==> src/rtl/cpu_pkg.sv <==
// Shared CPU front-end definitions: fetch sequencer states and fetch constants.
package cpu_pkg;

    localparam int unsigned PC_W_DEF   = 64;
    localparam int unsigned INSN_BYTES = 4;
    localparam logic [PC_W_DEF-1:0] PC_INIT = 64'h0;

    typedef enum logic [0:0] {
        RUN  = 1'b0,
        PEND = 1'b1
    } fetch_state_t;

endpackage

==> src/rtl/fetch_pc_unit_if.sv <==
// Fetch/decode boundary bundle: branch resolution into fetch, IF/ID contents out of fetch.
interface fetch_pc_unit_if #(
    parameter int unsigned PC_W = 64
);
    logic            stall;
    logic            br_taken;
    logic [PC_W-1:0] pc_br;
    logic [PC_W-1:0] pc_if;
    logic [PC_W-1:0] pc_out;
    logic            id_valid;
    logic            in_delay_slot;
    logic            redirect_pending;

    // Decode side drives hazard and branch resolution.
    modport master (
        output stall, br_taken, pc_br,
        input  pc_if, pc_out, id_valid, in_delay_slot, redirect_pending
    );

    // Fetch side owns the PC and the IF/ID register.
    modport slave (
        input  stall, br_taken, pc_br,
        output pc_if, pc_out, id_valid, in_delay_slot, redirect_pending
    );
endinterface

==> src/rtl/add.sv <==
// Generic unsigned adder; carry out is dropped so results wrap modulo 2^W.
module add #(
    parameter int unsigned W = 64
) (
    input  logic [W-1:0] a_i,
    input  logic [W-1:0] b_i,
    output logic [W-1:0] sum_c
);
    assign sum_c = a_i + b_i;
endmodule

==> src/rtl/if_id_reg.sv <==
// IF/ID pipeline register: enable-gated capture of decode PC, valid and delay-slot flag.
module if_id_reg #(
    parameter int unsigned PC_W = 64
) (
    input  logic            clk,
    input  logic            rst_n,
    input  logic            en_i,
    input  logic [PC_W-1:0] pc_i,
    input  logic            valid_i,
    input  logic            ds_i,
    output logic [PC_W-1:0] pc_o,
    output logic            valid_o,
    output logic            ds_o
);
    logic [PC_W-1:0] pc_q;
    logic            valid_q;
    logic            ds_q;

    always_ff @(posedge clk or negedge rst_n) begin
        if (!rst_n) begin
            pc_q    <= '0;
            valid_q <= 1'b0;
            ds_q    <= 1'b0;
        end else if (en_i) begin
            pc_q    <= pc_i;
            valid_q <= valid_i;
            ds_q    <= ds_i;
        end
    end

    assign pc_o    = pc_q;
    assign valid_o = valid_q;
    assign ds_o    = ds_q;
endmodule

==> src/rtl/fetch_pc_unit.sv <==
// Fetch PC sequencer: PC+4 stepping, one architectural delay slot, and a branch
// target held across decode stalls so each taken branch redirects exactly once.
module fetch_pc_unit #(
    parameter int unsigned     PC_W    = 64,
    parameter logic [PC_W-1:0] PC_INIT = PC_W'(cpu_pkg::PC_INIT)
) (
    input  logic            clk,
    input  logic            reset_n,
    fetch_pc_unit_if.slave  bus
);
    import cpu_pkg::*;

    localparam logic [PC_W-1:0] ALIGN_MASK = ~PC_W'(3);

    fetch_state_t    state_q, state_d;
    logic [PC_W-1:0] pc_if_q, pc_if_d;
    logic [PC_W-1:0] pend_q, pend_d;
    logic [PC_W-1:0] pc_plus4_c;
    logic [PC_W-1:0] br_tgt_c;
    logic            br_eff_c;
    logic            ifid_en_c;
    logic            ifid_ds_c;
    logic [PC_W-1:0] id_pc;
    logic            id_valid;
    logic            id_ds;

    add #(.W(PC_W)) u_add (
        .a_i   (pc_if_q),
        .b_i   (PC_W'(INSN_BYTES)),
        .sum_c (pc_plus4_c)
    );

    assign br_tgt_c = bus.pc_br & ALIGN_MASK;
    // A branch sitting in a delay slot, or one already captured in PEND, never redirects.
    assign br_eff_c = bus.br_taken & id_valid & ~id_ds & (state_q == RUN);

    always_ff @(posedge clk or negedge reset_n) begin
        if (!reset_n) begin
            state_q <= RUN;
            pc_if_q <= PC_INIT;
            pend_q  <= '0;
        end else begin
            state_q <= state_d;
            pc_if_q <= pc_if_d;
            pend_q  <= pend_d;
        end
    end

    always_comb begin
        state_d   = state_q;
        pc_if_d   = pc_if_q;
        pend_d    = pend_q;
        ifid_en_c = 1'b0;
        ifid_ds_c = 1'b0;
        case (state_q)
            RUN: begin
                if (!bus.stall) begin
                    ifid_en_c = 1'b1;
                    if (br_eff_c) begin
                        pc_if_d   = br_tgt_c;
                        ifid_ds_c = 1'b1;
                    end else begin
                        pc_if_d   = pc_plus4_c;
                    end
                end else if (br_eff_c) begin
                    pend_d  = br_tgt_c;
                    state_d = PEND;
                end
            end
            PEND: begin
                if (!bus.stall) begin
                    pc_if_d   = pend_q;
                    ifid_en_c = 1'b1;
                    ifid_ds_c = 1'b1;
                    state_d   = RUN;
                end
            end
            default: state_d = RUN;
        endcase
    end

    if_id_reg #(.PC_W(PC_W)) u_if_id (
        .clk     (clk),
        .rst_n   (reset_n),
        .en_i    (ifid_en_c),
        .pc_i    (pc_if_q),
        .valid_i (1'b1),
        .ds_i    (ifid_ds_c),
        .pc_o    (id_pc),
        .valid_o (id_valid),
        .ds_o    (id_ds)
    );

    assign bus.pc_if            = pc_if_q;
    assign bus.pc_out           = id_pc;
    assign bus.id_valid         = id_valid;
    assign bus.in_delay_slot    = id_ds;
    assign bus.redirect_pending = (state_q == PEND);
endmodule
==> src/flat_wrapper.sv <==
// flat-port wrapper written by rule: the top's interface ports become plain ports
module fetch_pc_unit_flat import cpu_pkg::*;
#(
    parameter int unsigned     PC_W    = 64,
    parameter logic [PC_W-1:0] PC_INIT = PC_W'(cpu_pkg::PC_INIT)
)
  (clk, reset_n, bus_stall, bus_br_taken, bus_pc_br, bus_pc_if, bus_pc_out, bus_id_valid, bus_in_delay_slot, bus_redirect_pending);
  fetch_pc_unit_if #(.PC_W(PC_W)) bus_i ();
  input  logic clk;
  input  logic reset_n;
  input wire logic [$bits(bus_i.stall)-1:0] bus_stall;
  input wire logic [$bits(bus_i.br_taken)-1:0] bus_br_taken;
  input wire logic [$bits(bus_i.pc_br)-1:0] bus_pc_br;
  output wire logic [$bits(bus_i.pc_if)-1:0] bus_pc_if;
  output wire logic [$bits(bus_i.pc_out)-1:0] bus_pc_out;
  output wire logic [$bits(bus_i.id_valid)-1:0] bus_id_valid;
  output wire logic [$bits(bus_i.in_delay_slot)-1:0] bus_in_delay_slot;
  output wire logic [$bits(bus_i.redirect_pending)-1:0] bus_redirect_pending;
  assign bus_i.stall = bus_stall;
  assign bus_i.br_taken = bus_br_taken;
  assign bus_i.pc_br = bus_pc_br;
  assign bus_pc_if = bus_i.pc_if;
  assign bus_pc_out = bus_i.pc_out;
  assign bus_id_valid = bus_i.id_valid;
  assign bus_in_delay_slot = bus_i.in_delay_slot;
  assign bus_redirect_pending = bus_i.redirect_pending;
  fetch_pc_unit #(.PC_W(PC_W), .PC_INIT(PC_INIT)) u_core (.clk(clk), .reset_n(reset_n), .bus(bus_i));
endmodule
==> config.mk <==
export PLATFORM = sky130hd
export DESIGN_NAME = fetch_pc_unit_flat
export DESIGN_NICKNAME = d
export VERILOG_FILES = /design/src/rtl/cpu_pkg.sv /design/src/rtl/fetch_pc_unit_if.sv /design/src/rtl/add.sv /design/src/rtl/if_id_reg.sv /design/src/rtl/fetch_pc_unit.sv /design/src/flat_wrapper.sv
export SDC_FILE = /design/constraint.sdc
export NUM_CORES = 1
export LEC_CHECK = 0
export BUFFER_PORTS_ARGS = -buffer_cell sky130_fd_sc_hd__buf_2
export CORE_ASPECT_RATIO = 1.25
export CORE_UTILIZATION = 50
export CTS_BUF_LIST = sky130_fd_sc_hd__clkbuf_8
export DETAILED_ROUTE_END_ITERATION = 10
export HOLD_SLACK_MARGIN = 0.03
export PLACE_DENSITY = 0.74
export SLEW_MARGIN = 5
export SYNTH_ARGS = -nofsm -noshare
export SYNTH_HDL_FRONTEND = slang
export SYNTH_SLANG_ARGS = --single-unit
==> constraint.sdc <==
create_clock -name clk -period 2.4 [get_ports clk]
set_input_delay 0.48 -clock clk [delete_from_list [all_inputs] [get_ports clk]]
set_output_delay 0.48 -clock clk [all_outputs]
set_load 0.03 [all_outputs]
==> results of run 1 <==
==> layout by cell type (no fill, tap or decap), types with 5 or more instances in the layout <==
master	synthesis	routed
sky130_fd_sc_hd__or4_1	7	7
sky130_fd_sc_hd__and3_1	28	28
sky130_fd_sc_hd__o2bb2ai_1	5	5
sky130_fd_sc_hd__and2_1	5	5
sky130_fd_sc_hd__inv_1	12	14
sky130_fd_sc_hd__o31ai_1	7	7
sky130_fd_sc_hd__o22ai_1	8	8
sky130_fd_sc_hd__a21oi_1	67	67
sky130_fd_sc_hd__nand2_1	110	108
sky130_fd_sc_hd__nor3_1	16	16
sky130_fd_sc_hd__nor4_1	20	20
sky130_fd_sc_hd__o311ai_1	8	8
sky130_fd_sc_hd__nand3_1	51	51
sky130_fd_sc_hd__dfrtp_1	189	188
sky130_fd_sc_hd__a31oi_1	12	12
sky130_fd_sc_hd__buf_12	0	8
sky130_fd_sc_hd__nor2_1	46	45
sky130_fd_sc_hd__o21ai_0	75	75
sky130_fd_sc_hd__buf_2	9	190
sky130_fd_sc_hd__or3_1	15	15
sky130_fd_sc_hd__clkbuf_8	0	20
sky130_fd_sc_hd__and4_1	6	6
sky130_fd_sc_hd__clkinv_2	0	6
sky130_fd_sc_hd__o211ai_1	9	9
sky130_fd_sc_hd__a221oi_1	7	7
sky130_fd_sc_hd__mux2_2	115	115
sky130_fd_sc_hd__nand3b_1	6	6
sky130_fd_sc_hd__buf_4	7	70
sky130_fd_sc_hd__nand4_1	29	29
==> cell type report <==
cell class	instances	area, sq um
antenna	4	10.0
clock buffer	19	262
clock inverter	13	100
fill	1607	7180
inverter	13	48.8
multi-input combinational	714	4660
sequential	189	4730
tap	261	327
timing repair buffer	271	1670
==> power groups by stage <==
stage / clock [mW] / sequential, mW / combinational [mW]
detailed placement: 0 / 5.46 / 6.49
global placement: 0 / 5.39 / 6.35
CTS: 2.04 / 5.40 / 6.50
finish: 2.01 / 5.41 / 6.48
global route: 2.15 / 5.58 / 6.97
floorplan: 0 / 7.19 / 2.43
==> sequential cells by signal (all words and copies together) (netlist names) <==
signal	cells
u_core.bus.pc_if	62
u_core.pend_q	62
u_core.u_if_id.pc_o	62
u_core.bus.redirect_pending	1
u_core.u_if_id.ds_o	1
u_core.u_if_id.valid_o	1
==> cell families after synthesis <==
kind of cell | synth area share [%]
adders and majority gates | 0.128
DFF | 48.3
and+or+nand+nor | 18.9
muxes | 13.6
AOI/OAI and AO/OA | 14.7
buffers and inverters | 4.23
other | 0.0383
==> through the flow <==
stage	total power, mW	util [%]	area, sq um
after floorplan	9.62	-	9800
after global placement	11.7	60.2	11400
after detailed placement	11.9	60.2	11400
after CTS	13.9	62.2	11800
after global routing	14.7	62.2	11800
final	13.9	62.2	11800
==> path summary, 6_finish.rpt <==
path / cells after the start / startpoint / slack (ns) / to
worst min-delay path: 2 / bus_pc_br[52] / 0.24 / u_core.pend_q[52]$_DFFE_PN0P_
worst min register to register: 2 / u_core.u_if_id.pc_o[37]$_DFFE_PN0N_ / 0.49 / u_core.u_if_id.pc_o[37]$_DFFE_PN0N_
worst max register to register: 6 / u_core.bus.pc_if[2]$_DFFE_PN0P_ / 0.18 / u_core.bus.pc_if[48]$_DFFE_PN0P_
min in group asynchronous: 2 / reset_n / 0.46 / u_core.u_if_id.pc_o[16]$_DFFE_PN0N_
max in group asynchronous: 3 / reset_n / 1.23 / u_core.bus.pc_if[59]$_DFFE_PN0P_
worst max-delay path: 6 / u_core.bus.pc_if[2]$_DFFE_PN0P_ / 0.18 / u_core.bus.pc_if[48]$_DFFE_PN0P_
==> per-layer routing <==
metal,GRT usage (%),wire (microns),up-vias,share of wire (%)
met3,5.98,1830,49,6.6
met1,35.7,11400,4326,41
met5,0,8,-,0.029
met4,10.4,617,2,2.2
met2,47.1,13800,325,50
li1,-,-,4115,-
==> repair_timing <==
| item | in CTS | in global routing |
|---|---|---|
| endpoints found under the setup margin | 0 | 0 |
| resized for setup | 0 | 0 |
| hold buffers | 1 | 0 |
| hold endpoints to repair | 30 | 0 |
==> summary.txt, run 1 <==
Outcome
  – Outcome: finished, final reports clean

Timing
  – Fin worst setup slack: between 0.15 and 0.2 ns
  – Highest attainable clock frequency: roughly 450 MHz
  – Hold slack: 0.244 ns
  – Period utilisation layout: between 90% and 100%
  – Relative slew slack: around three fifths
  – Final min period: ~2.2 ns
  – Final total negative setup slack: 0 ns
  – Count of final max-slew check failures: 0
  – Hold Fails Final Rpt: 0
  – Setup repair after global routing missed its margin: no
  – Final clock skew: 0.0129 ns
  – Setup violation total in the final timing report: 0
  – Worst Tran Pin Value: slightly above 0.6 ns

GRT
  – Number of global-route vias before repair: between 8000 and 9000
  – Total congestion overflow after global routing: 0
  – First-pass GRT wire length: about 44000 microns
  – Overall global routing resource usage: between 20 and 30%
  – Pin count of the biggest net entering global routing: between 80 and 90
  – Number of antenna violations at the first check in global routing: 7

Finish
  – Post-synthesis to final-layout area growth: 20.7%
  – Total number of nets in the final design: around 1300
  – Non-filler cells in the finished layout: roughly 1500
  – Fraction of final layout cells sized beyond drive strength 1: a little over a third

Critical path
  – Kind of cell adding the most delay to the critical path: simple AND/OR/NAND/NOR gates
  – Cell-by-cell trace of the critical path: ha_1 -> nand4_1 -> nor3_1 -> nand3_1 -> or4_1 -> o311ai_1
  – WP data required: around 2.8 ns
  – Arrival time of the worst setup path: 2.60 ns
  – Critical Path Source Type: register
  – CP Buf/Inv Count: 0
  – Critical path capture point type: register
  – Maximum single-stage delay on the critical path: between 0.5 and 0.6 ns
  – Largest fanout on the critical path: 4
  – Crit-path slowest cell: sky130_fd_sc_hd__or4_1
  – Type of the worst setup path: register to register

Yosys
  – Predominant post-synthesis flop cell: sky130_fd_sc_hd__dfrtp_1
  – Post-synth cell types: 63
  – Number of synthesized flops with an enable pin: 0
  – Share of the synthesized area in the top cell type: approximately half
  – Yosys warnings: 0
  – Post-Syn Instances: between 900 and 1000
  – Mapped cell area: between 9000 and 10000 sq um
  – Mean cell area of the mapped netlist: 9.81 sq um
  – Post-synthesis async set-or-reset flop share: 100%
  – Synthesized flop and latch total: roughly 190
  – Commonest cells in the netlist: sky130_fd_sc_hd__dfrtp_1, sky130_fd_sc_hd__mux2_2, sky130_fd_sc_hd__nand2_1
  – Most frequent cell after synthesis: sky130_fd_sc_hd__dfrtp_1
  – Top post-synthesis cells by area: sky130_fd_sc_hd__dfrtp_1, sky130_fd_sc_hd__mux2_2, sky130_fd_sc_hd__nand2_1
  – Part of the Yosys area used for sequential elements: between 40% and 50%
  – Cell type with the highest aggregate area in the netlist: sky130_fd_sc_hd__dfrtp_1

Detailed routing
  – Vias per inst: between 5 and 6
  – Number of antenna-violating nets in the routed design: 0
  – Total via count in the routed design: roughly 8800
  – Routed WL: between 20000 and 30000 microns
  – Router iterations before antenna repair: 5
  – Initial DRC Count: just under 700
  – Average wire per cell in the routed design: roughly 19 microns
  – Drt drc: 0

Job
  – Max-cap violations: 0

Power and ir drop
  – Pint: just under 8 mW
  – Max rail drop VDD: about 0.7 mV
  – Switching component of the power: a little over 6 mW
  – Clock network fraction of design power: between 10% and 20%
  – Net Sw Frac: between 40 and 50%
  – Leakage power: around 5.1 nW
  – Power share of the sequential group: between 30% and 40%
  – Power density relative to cell area: 1180 nW/um^2
  – Combinational share of power: ~47%

Clock tree
  – Number of buffers on the longest clock path: 2
  – Cell at the root of the clock tree: sky130_fd_sc_hd__clkbuf_8
  – Buffers inserted during post-CTS setup optimization: 0
  – CTS Buf Count: 17
  – Clock sink count: approximately 190
  – Clock-pin slew reported for the worst setup and hold paths after clock tree synthesis: approximately 0.1 ns
  – TritonCTS clock tree: built
  – Depth of the CTS H-tree: 4
  – Clock latency on the worst-skew pair: 0.47 ns

Place
  – Half-perimeter wire length after placement: about 19000 microns
  – Quantity of I/O buffers inserted on ports: approximately 190
  – Placer's final routability congestion estimate: around 0.88
  – Setup WS pre-CTS: about 0.20 ns
  – DP Cell Count: approximately 1400

Floorplanning
  – Total Die Area: just over 20000 sq um
  – Row cnt: between 50 and 60
  – Die height: 158 microns
  – Total I/O pin count: ~200
  – Starting density of the core: 51.5%
  – DIE WIDTH: about 130 microns
  – Area inside the core boundary: 19000 sq um

Min path
  – Class of the most critical hold timing path: primary input to register
Note: power is estimated with default switching activity, not from simulation.
==> run 2, diff against run 1 <==
Settings changed: CORE_ASPECT_RATIO 1.25 to unset.
==> run 2 against run 1 <==
Against the previous run: non-clock buffer count shrank 4; cell count is 0.54% lower; routed wire length grew 1.8%; clock-buffer cell count decreased by 1; die area about the same; flip-flop and latch count unchanged; critical path depth decreased by 1; sequential share of layout area down 0.097 points; clock skew about the same; total power is 0.59% higher; combinational power shrank 1%; highest routed layer unchanged.
==> summary.txt, run 2 (synthesis gave the netlist of run 1 again) <==
Outcome
  – Outcome: finished, final reports clean

Finish
  – Most common cell after layout, fill and taps aside: sky130_fd_sc_hd__buf_2
  – Fraction of final layout cells sized beyond drive strength 1: 35.3%
  – Final cell utilization of the core: between 60% and 70%
  – Post-synthesis to final-layout area growth: 21.0%
  – Total number of nets in the final design: approximately 1300
  – Most frequent cells in the layout: sky130_fd_sc_hd__buf_2, sky130_fd_sc_hd__dfrtp_1, sky130_fd_sc_hd__mux2_2

Clock tree
  – Depth of the CTS H-tree: 4
  – Cell at the root of the clock tree: sky130_fd_sc_hd__clkbuf_8
  – Clock sink count: approximately 190
  – CTS Buf Count: 17
  – Clock-pin slew reported for the worst setup and hold paths after clock tree synthesis: roughly 0.10 ns
  – Clock latency on the worst-skew pair: around 0.48 ns
  – TritonCTS clock tree: built
  – Number of buffers on the longest clock path: 2

GRT
  – Overall global routing resource usage: 28.5%
  – Total congestion overflow after global routing: 0
  – First-pass GRT wire length: approximately 44000 microns
  – Number of antenna violations at the first check in global routing: 4
  – Number of global-route vias before repair: 8125
  – Pin count of the biggest net entering global routing: 123

Power and ir drop
  – Power density relative to cell area: 1180 nW/um^2
  – Total power: about 14 mW
  – Leakage power: approximately 5 nW
  – Max rail drop VDD: roughly 0.70 mV

Floorplanning
  – Area inside the core boundary: around 19000 sq um
  – DIE WIDTH: about 140 microns
  – Die height: roughly 140 microns
  – Total Die Area: 20100 sq um
  – Row cnt: 50
  – Total I/O pin count: 199
  – Starting density of the core: between 50% and 60%

Critical path
  – Largest fanout on the critical path: 11
  – Cell-by-cell trace of the critical path: nand4_1 -> nor3_1 -> nand3_1 -> or4_1 -> o311ai_1
  – Internal reg-to-reg setup slack: 0.16 ns
  – WP data required: roughly 2.8 ns
  – Kind of cell adding the most delay to the critical path: simple AND/OR/NAND/NOR gates
  – Worst reg-to-reg path cell count: 5
  – Crit-path slowest cell: sky130_fd_sc_hd__dfrtp_1
  – Worst reg2reg path endpoint: u_core.bus.pc_if[48]$_DFFE_PN0P_
  – Arrival time of the worst setup path: 2.62 ns
  – Critical R2R Launch: u_core.bus.pc_if[28]$_DFFE_PN0P_
  – Critical Path Source Type: register
  – Critical path capture point type: register
  – CP Buf/Inv Count: 0
  – Type of the worst setup path: register to register
  – Maximum single-stage delay on the critical path: just under 0.6 ns

Detailed routing
  – Drt drc: 0
  – Average wire per cell in the routed design: 19.0 microns
  – Router iterations before antenna repair: 6
  – Routed WL: between 20000 and 30000 microns
  – Number of antenna-violating nets in the routed design: 0
  – Initial DRC Count: around 960
  – Vias per inst: 6.01
  – Total via count in the routed design: 8874

Min path
  – Class of the most critical hold timing path: primary input to register
  – Hold Path Stages: 2
  – WHS Endpoint: u_core.pend_q[62]$_DFFE_PN0P_
  – Worst min-delay path startpoint: bus_pc_br[62]

Timing
  – Period utilisation layout: between 90% and 100%
  – Final total negative setup slack: 0 ns
  – Count of final max-slew check failures: 0
  – Highest attainable clock frequency: 446 MHz
  – Relative slew slack: between 60% and 70%
  – Final min period: approximately 2.2 ns
  – Worst Tran Pin Value: between 0.5 and 0.6 ns
  – Hold Fails Final Rpt: 0
  – Final clock skew: 0.0130 ns
  – Setup violation total in the final timing report: 0
  – Setup repair after global routing missed its margin: no

Place
  – Placer's final routability congestion estimate: roughly 0.90
  – Quantity of I/O buffers inserted on ports: 192
  – Half-perimeter wire length after placement: roughly 19000 microns

Job
  – Max-cap violations: 0
run 2: cell type report:
class	instances	area (sq um)
diodes	3	7.51
clock buffers	18	248
clock inverters	12	125
fillers	1595	7120
inverters	13	48.8
multi-input cells	714	4680
flip-flops and latches	189	4730
well taps	260	325
repair buffers	267	1680
run 2: how the worst max path moves through the flow:
stage / to / cells past startpoint / from / slack (ns)
final: u_core.bus.pc_if[48]$_DFFE_PN0P_ / 5 / u_core.bus.pc_if[28]$_DFFE_PN0P_ / 0.16
after global routing: u_core.bus.pc_if[54]$_DFFE_PN0P_ / 8 / u_core.bus.pc_if[2]$_DFFE_PN0P_ / 0.04
after CTS: u_core.bus.pc_if[50]$_DFFE_PN0P_ / 6 / u_core.bus.pc_if[2]$_DFFE_PN0P_ / 0.16
after detailed placement: u_core.bus.pc_if[50]$_DFFE_PN0P_ / 6 / u_core.bus.pc_if[2]$_DFFE_PN0P_ / 0.18
after global placement: u_core.bus.pc_if[50]$_DFFE_PN0P_ / 6 / u_core.bus.pc_if[2]$_DFFE_PN0P_ / 0.21
after floorplan: u_core.bus.pc_if[61]$_DFFE_PN0P_ / 7 / u_core.bus.pc_if[46]$_DFFE_PN0P_ / 0.06
run 2: worst reg2reg max path: cells and delay by family (launching register included):
family	cells	cell delay, ns
compound gates	1	0.24
flops	1	0.58
simple gates	4	1.32
run 2: repair_timing:
item,4_1_cts,5_1_grt
setup buffers,0,2
hold buffers,1,0
hold endpoints to repair,50,0
endpoints found under the setup margin,0,8
resized for setup,0,3
run 2: layer usage:
layer  track usage, %  vias to the layer above  routed length (microns)
met1             41.3                     4306                    12300
li1                 -                     4100                        -
met3             5.77                       49                     2270
met4             10.5                        2                      674
met5                0                        -                       13
met2             42.3                      417                    12800
run 2: metrics by stage:
stage	hold WS [ns]	setup slack, ns	instances	cell area, sq um
after floorplan	0.184	0.0574	1001	9800
after global placement	0.463	0.214	1440	11400
after detailed placement	0.465	0.180	1440	11400
after CTS	0.220	0.161	1471	11800
after global routing	0.233	0.0399	1475	11800
final	0.243	0.156	1476	11800
run 2: power by group:
| part | internal (mW) | switching [mW] |
|---|---|---|
| sequential | 4.50 | 0.997 |
| combinational | 2.36 | 4.04 |
| clock | 0.932 | 1.16 |
| total | 7.79 | 6.20 |
==> run 3, diff against run 2 <==
Settings changed: RECOVER_POWER set to 25, SETUP_SLACK_MARGIN set to 0.3.
==> run 3 against run 2 <==
Against the previous run: sequential power up 3%; hold slack lost 0.013 ns; combinational power grew 2%; total power increased by 1.3%; critical path depth up 1; worst setup slack improved by 0.13 ns.
==> summary.txt, run 3 (synthesis gave the netlist of run 1 again) <==
Outcome
  – Outcome: finished, final reports clean

Critical path
  – Critical path capture point type: register
  – Cell-by-cell trace of the critical path: ha_4 -> nand4_1 -> nor3_2 -> nand3_1 -> or4_4 -> o311ai_2
  – Critical R2R Launch: u_core.bus.pc_if[3]$_DFFE_PN0P_
  – Worst reg2reg path endpoint: u_core.bus.pc_if[50]$_DFFE_PN0P_
  – Internal reg-to-reg setup slack: slightly below 0.3 ns
  – Kind of cell adding the most delay to the critical path: simple AND/OR/NAND/NOR gates
  – CP Buf/Inv Count: 0
  – Worst reg-to-reg path cell count: 6
  – Crit-path slowest cell: sky130_fd_sc_hd__or4_4
  – Critical Path Source Type: register
  – Maximum single-stage delay on the critical path: between 0.5 and 0.6 ns
  – Arrival time of the worst setup path: 2.49 ns
  – Type of the worst setup path: register to register
  – WP data required: ~2.8 ns
  – Largest fanout on the critical path: 4

Min path
  – WHS Endpoint: u_core.pend_q[5]$_DFFE_PN0P_
  – Worst min-delay path startpoint: bus_pc_br[5]
  – Hold Path Stages: 2
  – Class of the most critical hold timing path: primary input to register

Job
  – Max-cap violations: 0

Finish
  – Post-synthesis to final-layout area growth: 24.2%
  – Most common cell after layout, fill and taps aside: sky130_fd_sc_hd__buf_2
  – Area taken by multi-input logic gates: between 4000 and 5000 sq um
  – Most frequent cells in the layout: sky130_fd_sc_hd__buf_2, sky130_fd_sc_hd__dfrtp_1, sky130_fd_sc_hd__mux2_2
  – Total number of nets in the final design: between 1000 and 1500
  – Fraction of final layout cells sized beyond drive strength 1: 40.9%
  – Count of fill cells added during filler insertion: between 1500 and 2000
  – Area occupied by registers: ~4800 sq um
  – Final cell utilization of the core: ~64%

GRT
  – Overall global routing resource usage: about 29%
  – Number of global-route vias before repair: about 8300
  – Met2 Resource Use GR: a little over two fifths
  – First-pass GRT wire length: around 45000 microns
  – Global-route track usage on met1: 41.3%
  – Pin count of the biggest net entering global routing: 94
  – Met3 usage in global routing: slightly below 6%
  – Number of antenna violations at the first check in global routing: 8
  – Most crowded layer after global routing: met2
  – Total congestion overflow after global routing: 0

Place
  – Quantity of I/O buffers inserted on ports: roughly 190
  – Half-perimeter wire length after placement: roughly 20000 microns
  – Placer's final routability congestion estimate: about 0.9

Timing
  – Setup violation total in the final timing report: 0
  – Period utilisation layout: between 80% and 90%
  – Setup repair after global routing missed its margin: yes
  – Final total negative setup slack: 0 ns
  – Final clock skew: 0.0130 ns
  – Relative slew slack: about 25%
  – Final min period: 2.11 ns
  – Count of final max-slew check failures: 0
  – Highest attainable clock frequency: about 470 MHz
  – Hold Fails Final Rpt: 0
  – Worst Tran Pin Value: ~1.1 ns

Clock tree
  – Clock latency on the worst-skew pair: just under 0.5 ns
  – TritonCTS clock tree: built
  – Clock sink count: between 150 and 200
  – Number of buffers on the longest clock path: 2
  – Cell at the root of the clock tree: sky130_fd_sc_hd__clkbuf_8
  – Depth of the CTS H-tree: 4
  – Clock-pin slew reported for the worst setup and hold paths after clock tree synthesis: 0.10 ns
  – CTS Buf Count: 17

Detailed routing
  – Vias per inst: 6.03
  – Number of antenna-violating nets in the routed design: 0
  – Initial DRC Count: between 800 and 900
  – Average wire per cell in the routed design: ~19 microns
  – Router iterations before antenna repair: 5
  – Routed WL: ~29000 microns
  – Drt drc: 0
  – Total via count in the routed design: 9100

Floorplanning
  – Total I/O pin count: 199
  – Die height: roughly 140 microns
  – DIE WIDTH: 142 microns
  – Area inside the core boundary: between 15000 and 20000 sq um
  – Row cnt: 50
  – Total Die Area: approximately 20000 sq um
  – Starting density of the core: between 50% and 60%

Power and ir drop
  – Power density relative to cell area: about 1200 nW/um^2
  – Leakage power: 5.22 nW
  – Max rail drop VDD: between 0.6 and 0.7 mV
## run 3: where the power goes
group	internal [mW]	total, mW	switching (mW)	leakage, nW
combinational	2.49	6.56	4.07	2.85
clock	0.771	1.97	1.20	0.173
sequential	4.54	5.64	1.10	2.20
## run 3: timing repair
| item | 4_1_cts | 5_1_grt |
|---|---|---|
| hold buffers | 1 | 0 |
| hold endpoints to repair | 6 | 0 |
| setup endpoints to repair | 26 | 37 |
| resized for setup | 8 | 36 |
| setup buffers | 11 | 30 |
| gates cloned | 0 | 0 |
| pin swaps | 4 | 6 |
## run 3: cell type report
type	instances	share of cell area (%)
multi-input combinational	714	39.7
sequential	189	39.2
timing repair buffer	298	15.0
tap	260	2.68
clock buffer	19	2.15
clock inverter	13	0.772
inverter	13	0.401
antenna	3	0.0618
## run 3: how the worst max path moves through the flow
stage	cells after the start	endpoint	from	slack, ns
floorplan	6	u_core.bus.pc_if[61]$_DFFE_PN0P_	u_core.bus.pc_if[40]$_DFFE_PN0P_	0.19
global placement	5	u_core.bus.pc_if[61]$_DFFE_PN0P_	bus_stall	0.15
detailed placement	6	u_core.bus.pc_if[58]$_DFFE_PN0P_	u_core.bus.pc_if[7]$_DFFE_PN0P_	0.08
CTS	8	u_core.bus.pc_if[54]$_DFFE_PN0P_	u_core.bus.pc_if[3]$_DFFE_PN0P_	0.27
global route	7	u_core.bus.pc_if[34]$_DFFE_PN0P_	bus_stall	0.19
finish	6	u_core.bus.pc_if[50]$_DFFE_PN0P_	u_core.bus.pc_if[3]$_DFFE_PN0P_	0.29
## run 3: per-stage QoR
step | setup WS (ns) | cell area [sq um] | power (mW) | cells | hold WS, ns
3_3_place_gp | 0.155 | 11300 | 11.6 | 1432 | 0.317
2_1_floorplan | 0.189 | 9850 | 9.69 | 1001 | 0.184
4_1_cts | 0.266 | 11800 | 13.8 | 1476 | 0.221
3_5_place_dp | 0.0780 | 11300 | 11.8 | 1432 | 0.316
6_report | 0.290 | 12200 | 14.2 | 1509 | 0.231
5_1_grt | 0.188 | 12200 | 15.0 | 1508 | 0.226
## run 3: routing by layer
layer	share of wire, %	wire length [microns]	vias up
met4	2.8	793	8
met5	0.16	46	-
met2	46	13200	413
met3	7.8	2240	56
li1	-	-	4169
met1	43	12500	4454
## run 3: worst register-to-register path, cell delays in order (launching register included)
cell	delay, ns
sky130_fd_sc_hd__dfrtp_2	0.40
sky130_fd_sc_hd__ha_4	0.15
sky130_fd_sc_hd__nand4_1	0.22
sky130_fd_sc_hd__nor3_2	0.26
sky130_fd_sc_hd__nand3_1	0.18
sky130_fd_sc_hd__or4_4	0.53
sky130_fd_sc_hd__o311ai_2	0.25
